===== src/rtl/match_sched.sv =====
`default_nettype none
// ============================================================================
// Module      : match_sched
// Description : Round-robin scheduler sharing one nibble pattern-match
//               counter among four requesters. Grants one requester, primes
//               the matcher with that requester's pattern, streams its
//               nibbles, drains the matcher's hit pulses and reports the
//               per-burst hit count tagged with the requester ID.
// Ports       : clock, reset_n           - clock / async active-low reset
//               req, req_num, gnt        - requester side (4 lanes)
//               cfg_we, cfg_id, cfg_seq  - pattern register write port
//               m_valid, m_num, m_seq    - matcher stream outputs
//               m_hit                    - matcher hit pulses
//               res_valid, res_id, res_cnt - per-burst result
//               busy, err                - status (err is sticky)
// Revision    : 1.0 - initial release
// ============================================================================
module match_sched #(
  parameter int MAX_BURST     = 15,
  parameter int DRAIN_TIMEOUT = 16
) (
  input  logic        clock,
  input  logic        reset_n,
  input  logic [3:0]  req,
  input  logic [15:0] req_num,
  output logic [3:0]  gnt,
  input  logic        cfg_we,
  input  logic [1:0]  cfg_id,
  input  logic [3:0]  cfg_seq,
  output logic        m_valid,
  output logic [3:0]  m_num,
  output logic [3:0]  m_seq,
  input  logic        m_hit,
  output logic        res_valid,
  output logic [1:0]  res_id,
  output logic [3:0]  res_cnt,
  output logic        busy,
  output logic        err
);

  localparam int c_BC_W = $clog2(MAX_BURST + 1);
  localparam int c_DC_W = $clog2(DRAIN_TIMEOUT + 1);
  localparam logic [c_BC_W-1:0] c_MAX_BC  = c_BC_W'(MAX_BURST);
  localparam logic [c_DC_W-1:0] c_DC_LAST = c_DC_W'(DRAIN_TIMEOUT - 1);

  typedef enum logic [2:0] {
    ST_IDLE   = 3'd0,
    ST_PRIME  = 3'd1,
    ST_STREAM = 3'd2,
    ST_DRAIN  = 3'd3,
    ST_REPORT = 3'd4
  } state_t;

  state_t              r_state;
  logic [1:0]          r_last;
  logic [1:0]          r_w;
  logic [c_BC_W-1:0]   r_bc;
  logic [c_DC_W-1:0]   r_dc;
  logic [3:0]          r_hc;
  logic                r_err;
  logic [3:0]          r_m_seq;
  logic [1:0]          r_res_id;
  logic [3:0]          r_res_cnt;
  logic [3:0]          r_pat [4];

  logic [1:0]          w_win;
  logic [1:0]          w_idx;
  logic                w_found;
  logic [3:0]          w_new_seq;
  logic                w_stream_go;

  // Round-robin search starting just after the last winner.
  always_comb begin
    w_found = 1'b0;
    w_win   = r_last;
    w_idx   = 2'd0;
    for (int i = 1; i <= 4; i++) begin
      w_idx = r_last + 2'(i);
      if (!w_found && req[w_idx]) begin
        w_found = 1'b1;
        w_win   = w_idx;
      end
    end
  end

  // A pattern write landing in the grant cycle must be seen by that burst.
  assign w_new_seq = (cfg_we && (cfg_id == w_win)) ? cfg_seq : r_pat[w_win];

  // Beat accepted this cycle: requester still has data and cap not reached.
  assign w_stream_go = (r_state == ST_STREAM) && req[r_w] && (r_bc < c_MAX_BC);

  assign gnt       = w_stream_go ? (4'b0001 << r_w) : 4'b0000;
  assign m_valid   = (r_state == ST_PRIME) || w_stream_go;
  assign m_num     = w_stream_go ? req_num[{r_w, 2'b00} +: 4] : 4'h0;
  assign m_seq     = r_m_seq;
  assign res_valid = (r_state == ST_REPORT);
  assign res_id    = r_res_id;
  assign res_cnt   = r_res_cnt;
  assign busy      = (r_state != ST_IDLE);
  assign err       = r_err;

  always_ff @(posedge clock or negedge reset_n) begin
    if (!reset_n) begin
      for (int i = 0; i < 4; i++) r_pat[i] <= 4'h0;
    end else if (cfg_we) begin
      r_pat[cfg_id] <= cfg_seq;
    end
  end

  always_ff @(posedge clock or negedge reset_n) begin
    if (!reset_n) begin
      r_state   <= ST_IDLE;
      r_last    <= 2'd3;
      r_w       <= 2'd0;
      r_bc      <= '0;
      r_dc      <= '0;
      r_hc      <= 4'h0;
      r_err     <= 1'b0;
      r_m_seq   <= 4'h0;
      r_res_id  <= 2'd0;
      r_res_cnt <= 4'h0;
    end else begin
      // The matcher may only answer after the stream has ended.
      if (m_hit && ((r_state == ST_IDLE) || (r_state == ST_PRIME) ||
                    (r_state == ST_STREAM)))
        r_err <= 1'b1;

      case (r_state)
        ST_IDLE: begin
          if (|req) begin
            r_w     <= w_win;
            r_last  <= w_win;
            r_m_seq <= w_new_seq;
            r_state <= ST_PRIME;
          end
        end
        ST_PRIME: begin
          r_bc    <= '0;
          r_state <= ST_STREAM;
        end
        ST_STREAM: begin
          if (w_stream_go) begin
            r_bc <= r_bc + 1'b1;
          end else begin
            r_hc    <= 4'h0;
            r_dc    <= '0;
            r_state <= ST_DRAIN;
          end
        end
        ST_DRAIN: begin
          if (m_hit) begin
            if (r_dc == c_DC_LAST) begin
              // Matcher never stopped: flag it and report a saturated count.
              r_err     <= 1'b1;
              r_res_cnt <= 4'hF;
              r_res_id  <= r_w;
              r_state   <= ST_REPORT;
            end else begin
              r_hc <= (r_hc == 4'hF) ? 4'hF : r_hc + 4'h1;
              r_dc <= r_dc + 1'b1;
            end
          end else begin
            r_res_cnt <= r_hc;
            r_res_id  <= r_w;
            r_state   <= ST_REPORT;
          end
        end
        ST_REPORT: begin
          r_m_seq <= 4'h0;
          r_state <= ST_IDLE;
        end
        default: r_state <= ST_IDLE;
      endcase
    end
  end

endmodule
`default_nettype wire


===== config.mk =====
export PLATFORM = sky130hd
export DESIGN_NAME = match_sched
export DESIGN_NICKNAME = d
export VERILOG_FILES = /design/src/rtl/match_sched.sv
export SDC_FILE = /design/constraint.sdc
export NUM_CORES = 1
export LEC_CHECK = 0
export CORE_MARGIN = 10
export CORE_UTILIZATION = 45
export DETAILED_ROUTE_END_ITERATION = 10
export PLACE_DENSITY = 0.73
export SETUP_SLACK_MARGIN = 0.4
export SLEW_MARGIN = 40
export SYNTH_ARGS = -nofsm -noshare
export SYNTH_HDL_FRONTEND = slang
export SYNTH_SLANG_ARGS = --single-unit
export TNS_END_PERCENT = 100

===== constraint.sdc =====
create_clock -name clock -period 2.75 [get_ports clock]
set_clock_uncertainty 0.2 [all_clocks]
set_input_delay 0.6875 -clock clock [delete_from_list [all_inputs] [get_ports clock]]
set_output_delay 0.6875 -clock clock [all_outputs]
set_load 0.01 [all_outputs]

==> results of run 1 <==
[per-stage QoR]
stage / setup TNS [ns] / total power [mW]
finish: 0 / 3.41
global route: 0 / 3.66
CTS: 0 / 3.32
detailed placement: -6.17 / 2.75
global placement: -5.74 / 2.71
floorplan: 0 / 2.07
[worst max-delay path, cell delays in order]
cell and delay (ns):
buf_6 0.09, mux4_2 0.50, nand4_1 0.12, buf_6 0.14
nor3_1 0.04, buf_2 0.14
[cells in the mapped netlist (2+ instances only)]
cell type | count | area (µm²)
nand2_1 | 15 | 56.3
o32a_1 | 4 | 40.0
a21oi_1 | 8 | 40.0
nand3b_1 | 3 | 22.5
dfrtp_1 | 45 | 1130
a21o_1 | 2 | 15.0
nand4_1 | 7 | 43.8
clkbuf_1 | 5 | 18.8
nor3b_1 | 2 | 15.0
buf_6 | 3 | 33.8
nor2_1 | 10 | 37.5
xor2_1 | 2 | 17.5
nor2b_1 | 9 | 56.3
nand2b_1 | 2 | 12.5
ha_1 | 4 | 50.1
nor3_1 | 2 | 10.0
mux2i_1 | 9 | 90.1
a31oi_1 | 8 | 50.1
inv_1 | 5 | 18.8
a31o_1 | 3 | 26.3
mux2_2 | 24 | 270
a31o_2 | 2 | 17.5
mux4_2 | 5 | 113
and3_1 | 3 | 18.8
dfstp_2 | 2 | 52.6
nand3_1 | 7 | 35.0
o21ai_0 | 12 | 60.1
[how the worst max path moves through the flow]
| stage | start | endpoint | slack, ns | depth (start not counted) |
|---|---|---|---|---|
| after CTS | req[3] | m_valid | 0.13 | 6 |
| final | req[3] | gnt[0] | 0.14 | 6 |
| after floorplan | req[3] | m_valid | 0.29 | 3 |
| after global placement | req[0] | m_valid | -0.58 | 6 |
| after detailed placement | req[0] | gnt[3] | -0.62 | 6 |
| after global routing | req[3] | m_num[1] | 0.09 | 6 |
[repair_timing]
action,4_1_cts,5_1_grt
setup buffers,1,7
endpoints found under the setup margin,25,25
gates resized for setup,83,9
pin swaps,3,4
[area by class of cell]
class                           count  area, µm²
Multi-Input combinational cell    156       1270
Fill cell                         440       2040
Tap cell                           72       90.1
Inverter                            5       18.8
Clock inverter                      2       60.1
Clock buffer                        6       72.6
Timing Repair Buffer               82        709
Sequential cell                    47       1180
[power groups by stage]
stage / Clock, mW / Sequential (mW) / Combinational [mW]
CTS: 0.602 / 1.10 / 1.62
finish: 0.587 / 1.09 / 1.74
global route: 0.636 / 1.12 / 1.90
detailed placement: 0 / 1.11 / 1.64
global placement: 0 / 1.10 / 1.61
floorplan: 0 / 1.09 / 0.981
[sequential cells by signal, indices dropped and copies added, names as in the netlist]
signal / flops
res_cnt: 4
r_bc: 4
r_last: 2
r_state: 3
r_pat: 16
r_w: 2
r_hc: 4
err: 1
m_seq: 4
res_id: 2
r_dc: 5
[cells by family (layout without fill, tap and decap cells)]
logic type	count (synthesis)	count (layout)	share of synthesized area
AO/OA/AOI/OAI	46	46	0.131
XOR/XNOR	4	4	0.0171
adder cells (fa/ha/maj)	4	4	0.0201
buffers and inverters	14	95	0.0341
flip-flops	47	47	0.473
multiplexers	38	38	0.190
AND/OR/NAND/NOR	64	64	0.136
[metal layers]
layer | wire length [µm] | global-route usage | vias up
li1 | - | - | 969
met4 | 114 | 0.0570 | 0
met1 | 2530 | 0.155 | 984
met3 | 373 | 0.0404 | 8
met5 | 0 | 0 | -
met2 | 2960 | 0.224 | 62
==> qor.yml, run 1 <==
timing:
  hold_viol: 0
  setup_viol: 0
  final.min_clock_period_ns: 2.61
  max_freq_ghz: 0.384
  tightest_slew_ns: 0.585
  holdWs_ns: 0.247
  slew_headroom: 0.610
  period_share: 0.948
  postLayoutSetupSlackWorst_ns: 0.143
  drv_slew: 0
  rsz0062_at_grt: "true"
finish:
  final_cell_area_um2: 3400
  final_cell_mix: "dfrtp_1 (45), buf_4 (28), mux2_2 (24)"
  fin_util: 0.626
  final_common_cell: "dfrtp_1"
  antenna_cells: 0
  stdcell_count: 370
  syn2layout_area_growth_pct: 36.5
  nets: 331
  drive_gt1_frac: 0.339
logic_synthesis:
  syn_inst: 217
  ys.flop_type: "dfrtp_1"
  synth_edf_count: 0
  ys_types: 41
  async_reset_ff_frac: 1.00
  ys_ff_latch: 47
  syn_avg_cell_area_um2: 11.5
  yosysWarnings: 0
  synth_nets: 251
  syn_area_um2: 2490
  yosysSeqAreaShare: 0.473
setup_path:
  rr_worst_depth: 7
  cp_max_fo: 8
  critPathKind: "in -> out"
  end_kind: "primary output"
  rr_endpoint: "m_seq[1]"
  arrival_ns: 1.72
  rrSetupSlack_ns: 0.48
  worstPathRequired_ns: 1.86
  startpoint_type: "primary input"
  r2r-start: "r_last[0]"
power_and_ir_drop:
  p_sw_frac: 0.343
  ir_worst_vdd_mv: 0.508
  p_leak_nw: 1.51
  power_density_nw_per_um2: 1000
  pwr-share-seq: 0.320
  clockPowerShare: 0.172
  internal-power_mw: 2.24
  p_comb_frac: 0.508
  p_sw_mw: 1.17
routing:
  drtAntennaViolNets: 0
  vias: 2023
  initialDrtViolationCount: 132
  drcViolationCount: 0
  wirelength_um: 5970
  firstDrtPassIters: 6
  viasPerCell: 5.47
  wl_per_cell_um: 16.1
placement:
  dp.cells: 354
  io_buffers: 51
  place_area_um2: 3210
  pre_cts_slack_ns: -0.622
  dp_hpwl_um: 4460
  gp_congestion: 0.834
die:
  fp.coreArea_um2: 5440
  ios: 52
  num_rows: 27
  start_util: 0.458
  dieArea_um2: 8920
  die_h_um: 94.4
  fp.dieW_um: 94.4
clock_network:
  cts_tree: "built"
  cts_buffer_depth: 2
  ctsHoldBuffers: 0
  clk-insertion-delay-late_ns: 0.30
  clk_pin_slew_ns: 0.09
  cts_htree_levels: 2
  root_buffer: "clkbuf_8"
  cts_sinks: 47
  cts_buffers: 5
global_route:
  antenna_found_initial: 0
  grt_util_all_layers: 0.134
  overflow: 0
  grt_start_max_net_pins: 48
  grt_pass1_wl_um: 9540
  grt_pass1_vias: 1981
outcome:
  outcome: "complete, no violations"
job:
  cap_viol_max_count: 0
hold_path:
  hp-class: "in -> async"
No activity file was read; power rests on OpenSTA's default activity.
==> inputs of run 2 (changes only) <==
- CORE_UTILIZATION: 45 -> 33
- CTS_BUF_LIST: default -> sky130_fd_sc_hd__clkbuf_16
- PLACE_DENSITY: 0.73 -> 0.57
==> qor.yml, run 2 (synthesized netlist as in run 1, its figures left out) <==
outcome:
  outcome: "complete, no violations"
setup_path:
  cp_max_fo: 8  # unchanged
  critPathKind: "in -> out"
  rrSetupSlack_ns: 0.49  # about the same
  startpoint_type: "primary input"
  rr_endpoint: "r_hc[3]"
  worstPathRequired_ns: 1.86  # about the same
  end_kind: "primary output"
  arrival_ns: 1.71  # about the same
  r2r-start: "r_dc[0]"
  rr_worst_depth: 8  # +1
finish:
  stdcell_count: 398  # +7.6%
  final_cell_mix: "dfrtp_1 (45), buf_4 (28), mux2_2 (24)"
  drive_gt1_frac: 0.341  # +0.00221
  antenna_cells: 0  # unchanged
  final_common_cell: "dfrtp_1"
  fillers: 713  # +62%
  syn2layout_area_growth_pct: 41.2
  nets: 332  # +0.30%
  multiInputGateArea_um2: 1280  # +0.59%
  fin_util: 0.482  # -0.143
  top_regs: "r_pat x16, r_dc x5"
  largest_reg_flops: 16  # unchanged
  top_register: "r_pat"
  final_cell_area_um2: 3520  # +3.4%
  seqCellArea_um2: 1180  # unchanged
die:
  ios: 52  # unchanged
  die_h_um: 107  # +13%
  dieArea_um2: 11400  # +28%
  fp.dieW_um: 107  # +13%
  fp.coreArea_um2: 7290  # +34%
  start_util: 0.342  # -0.116
  num_rows: 31  # +15%
clock_network:
  clk-insertion-delay-late_ns: 0.29  # about the same
  cts_buffers: 5  # unchanged
  cts_tree: "built"
  cts_buffer_depth: 2  # unchanged
  cts_sinks: 47  # unchanged
  clk_pin_slew_ns: 0.06  # -0.03 ns
  ctsHoldBuffers: 0  # unchanged
  root_buffer: "clkbuf_16"
  cts_htree_levels: 2  # unchanged
timing:
  hold_viol: 0  # unchanged
  tightest_slew_ns: 0.459  # -0.126 ns
  period_share: 0.944  # -0.00406
  max_freq_ghz: 0.385  # +0.43%
  fin_setup_tns_ns: 0  # unchanged
  rsz0062_at_grt: "true"
  slew_headroom: 0.693  # +0.0824
  final.min_clock_period_ns: 2.60  # -0.0112 ns
  setup_viol: 0  # unchanged
  drv_slew: 0  # unchanged
placement:
  place_area_um2: 3310  # +2.8%
  dp_hpwl_um: 4600  # +3.3%
  dp.cells: 387  # +9.3%
  gp_congestion: 0.789  # -5.4%
  io_buffers: 51  # unchanged
power_and_ir_drop:
  ir_worst_vdd_mv: 0.371  # -27%
  finalPower_mw: 3.59  # +5.2%
  p_leak_nw: 1.55  # +2.8%
  power_density_nw_per_um2: 1020  # +1.7%
routing:
  drcViolationCount: 0  # unchanged
  wirelength_um: 6040  # +1.1%
  initialDrtViolationCount: 89  # -33%
  wl_per_cell_um: 15.2  # -6.0%
  drtAntennaViolNets: 0  # unchanged
  vias: 1980  # -2.1%
  viasPerCell: 4.97  # -9.0%
  firstDrtPassIters: 4  # -2
global_route:
  antenna_found_initial: 0  # unchanged
  grt_pass1_wl_um: 10200  # +6.9%
  grt_pass1_vias: 2054  # +3.7%
  grt_util_all_layers: 0.110  # -0.0236
  overflow: 0  # unchanged
  grt_start_max_net_pins: 40  # -17%
job:
  cap_viol_max_count: 0  # unchanged
hold_path:
  hp-class: "in -> async"
## run 2: worst max path at each step
stage	start	endpoint	slack [ns]	cells after the start
2_1_floorplan	req[3]	m_valid	0.29	3
3_3_place_gp	req[3]	gnt[3]	-0.57	6
3_5_place_dp	req[3]	gnt[3]	-0.58	6
4_1_cts	req[3]	gnt[1]	0.14	6
5_1_grt	req[3]	m_num[0]	0.09	6
6_report	req[3]	gnt[0]	0.15	6
## run 2: critical path, cell delays in order
cell and delay (ns):
buf_6 0.09, mux4_2 0.50, nand4_1 0.11, buf_6 0.14, nor3_2 0.04, buf_2 0.14
## run 2: layout make-up
type / count / area share
multi-input cells: 156 / 0.364
clock inverters: 3 / 0.0181
clock buffers: 5 / 0.0356
inverters: 5 / 0.00533
flip-flops and latches: 47 / 0.335
well taps: 99 / 0.0352
repair buffers: 83 / 0.207
## run 2: what timing repair did
action	4_1_cts	5_1_grt
setup buffers	2	1
pin swaps	7	2
endpoints found under the setup margin	26	22
resized for setup	81	6
## run 2: report_power, final
part	internal, mW	switching (mW)	leakage (nW)
Combinational	0.954	0.768	0.887
Clock	0.518	0.258	0.0952
Sequential	0.924	0.170	0.571
## run 2: metal layers
layer  part of all wire  wire, µm  global-route usage  vias to the layer above
li1                   -         -                   -                      968
met1               0.48      2870               0.136                      958
met2               0.46      2790               0.183                       46
met3              0.049       297              0.0281                        8
met4              0.013        76              0.0358                        0
met5                  0         0                   0                        -
## run 2: stage by stage
| stage | setup WS (ns) | hold slack, ns |
|---|---|---|
| after floorplan | 0.294 | 0.192 |
| after global placement | -0.571 | 0.261 |
| after detailed placement | -0.582 | 0.263 |
| after CTS | 0.143 | 0.0571 |
| after global routing | 0.0885 | 0.0642 |
| final | 0.154 | 0.0522 |
==> inputs of run 3 (changes only) <==
- CORE_UTILIZATION: 33 -> 35
- PLACE_DENSITY: 0.57 -> 0.59
==> qor.yml, run 3 (synthesized netlist as in run 1, its figures left out) <==
clock_network:
  cts_buffer_depth: 2  # unchanged
  clk_pin_slew_ns: 0.06  # about the same
  ctsHoldBuffers: 0  # unchanged
  root_buffer: "clkbuf_16"
  cts_tree: "built"
  cts_buffers: 5  # unchanged
  cts_htree_levels: 2  # unchanged
  cts_sinks: 47  # unchanged
  clk-insertion-delay-late_ns: 0.29  # about the same
routing:
  initialDrtViolationCount: 73  # -18%
  wl_per_cell_um: 15.4  # +1.8%
  vias: 1983  # +0.15%
  firstDrtPassIters: 4  # unchanged
  viasPerCell: 5.02  # +0.91%
  drcViolationCount: 0  # unchanged
  drtAntennaViolNets: 0  # unchanged
  wirelength_um: 6100  # +1.0%
die:
  dieArea_um2: 10900  # -4.7%
  fp.coreArea_um2: 6870  # -5.8%
  die_h_um: 104  # -2.4%
  num_rows: 30  # -3.2%
  fp.dieW_um: 104  # -2.4%
  start_util: 0.363  # +0.0210
  ios: 52  # unchanged
setup_path:
  rrSetupSlack_ns: 0.51  # +0.02 ns
  worst-path-stages: 6  # unchanged
  end_kind: "primary output"
  crit_top_cell: "buf_6"
  critPathKind: "in -> out"
  cp_slowest_cell: "mux4_2"
  crit_buf_inv: 3  # unchanged
  worstPathRequired_ns: 1.86  # about the same
  crit_path_start: "req[3]"
  arrival_ns: 1.76  # +0.05 ns
  critPathTopFamily: "multiplexers"
  r2r-start: "r_dc[0]"
  rr_worst_depth: 9  # +1
  cp_max_fo: 7  # -1
  critPathMaxStageDelay_ns: 0.50  # about the same
  rr_endpoint: "r_hc[3]"
  path_cells: "buf_6 -> mux4_2 -> nand4_1 -> buf_6 -> nor2b_1 -> buf_2"
  startpoint_type: "primary input"
  crit_end: "m_num[0]"
finish:
  final_cell_mix: "dfrtp_1 (45), buf_4 (28), mux2_2 (21)"
  fillers: 654  # -8.3%
  syn2layout_area_growth_pct: 39.2
  largest_reg_flops: 16  # unchanged
  antenna_cells: 0  # unchanged
  top_regs: "r_pat x16, r_dc x5"
  drive_gt1_frac: 0.338  # -0.00334
  top_register: "r_pat"
  final_common_cell: "dfrtp_1"
  nets: 332  # unchanged
global_route:
  grt_pass1_vias: 1953  # -4.9%
  grt_pass1_wl_um: 10000  # -1.8%
  antenna_found_initial: 0  # unchanged
  overflow: 0  # unchanged
  grt_util_all_layers: 0.111  # +0.000928
  grt_start_max_net_pins: 48  # +20%
timing:
  rsz0062_at_grt: "true"
  drv_slew: 0  # unchanged
  slew_headroom: 0.698  # +0.00592
  max_freq_ghz: 0.378  # -1.8%
  hold_viol: 0  # unchanged
  postLayoutSetupSlackWorst_ns: 0.106  # -0.0482 ns
  tightest_slew_ns: 0.450  # -0.00884 ns
  period_share: 0.962  # +0.0175
  holdWs_ns: 0.167  # +0.115 ns
  final.min_clock_period_ns: 2.64  # +0.0482 ns
  setup_viol: 0  # unchanged
job:
  cap_viol_max_count: 0  # unchanged
power_and_ir_drop:
  power_density_nw_per_um2: 983  # -3.7%
  ir_worst_vdd_mv: 0.339  # -8.6%
  p_leak_nw: 1.54  # -0.93%
placement:
  dp_hpwl_um: 4510  # -2.1%
  pre_cts_slack_ns: -0.627  # -0.0449 ns
  gp_congestion: 0.766  # -2.9%
  io_buffers: 51  # unchanged
hold_path:
  hp-class: "in -> async"
outcome:
  outcome: "complete, no violations"
-- run 3: per-layer routing --
metal	global-route usage	up-vias	part of all wire
met2	0.177	47	0.47
li1	-	970	-
met3	0.0273	8	0.047
met4	0.0358	0	0.013
met1	0.143	958	0.47
met5	0	-	0
-- run 3: how the worst min path moves through the flow --
| stage | start | to | slack, ns | cells after the start |
|---|---|---|---|---|
| 2_1_floorplan | reset_n | err | 0.19 | 0 |
| 3_3_place_gp | r_dc[4] | r_dc[4] | 0.26 | 2 |
| 3_5_place_dp | r_dc[4] | r_dc[4] | 0.27 | 2 |
| 4_1_cts | reset_n | r_dc[2] | 0.18 | 2 |
| 5_1_grt | reset_n | r_dc[2] | 0.19 | 2 |
| 6_report | reset_n | r_dc[2] | 0.17 | 2 |
-- run 3: power by group --
| part | internal [mW] | switching [mW] | leakage, nW |
|---|---|---|---|
| logic | 0.974 | 0.775 | 0.898 |
| registers | 0.924 | 0.164 | 0.571 |
| clock network | 0.327 | 0.244 | 0.0701 |
| total | 2.23 | 1.18 | 1.54 |
-- run 3: final cells by class --
type                    instances  area (µm²)  area share
well taps                      96         120      0.0346
clock buffers                   5         125      0.0361
repair buffers                 83         723       0.209
clock inverters                 3        11.3     0.00325
multi-input cells             156        1290       0.372
flip-flops and latches         47        1180       0.340
inverters                       5        18.8     0.00541
-- run 3: stage by stage --
step                      setup TNS [ns]   util  std cells  total power, mW  area, µm²
after floorplan                        0      -        217             2.07       2500
after global placement             -6.05  0.476        380             2.72       3270
after detailed placement           -6.33  0.476        380             2.74       3270
after CTS                              0  0.492        390             3.33       3380
after global routing                   0  0.505        395             3.67       3470
final                                  0  0.505        395             3.41       3470
-- run 3: timing repair --
action                                  4_1_cts  5_1_grt
pin swaps                                     5        1
endpoints found under the setup margin       24       23
gates resized for setup                      83       11
setup buffers                                 2        5
endpoints found under the hold margin         0        0
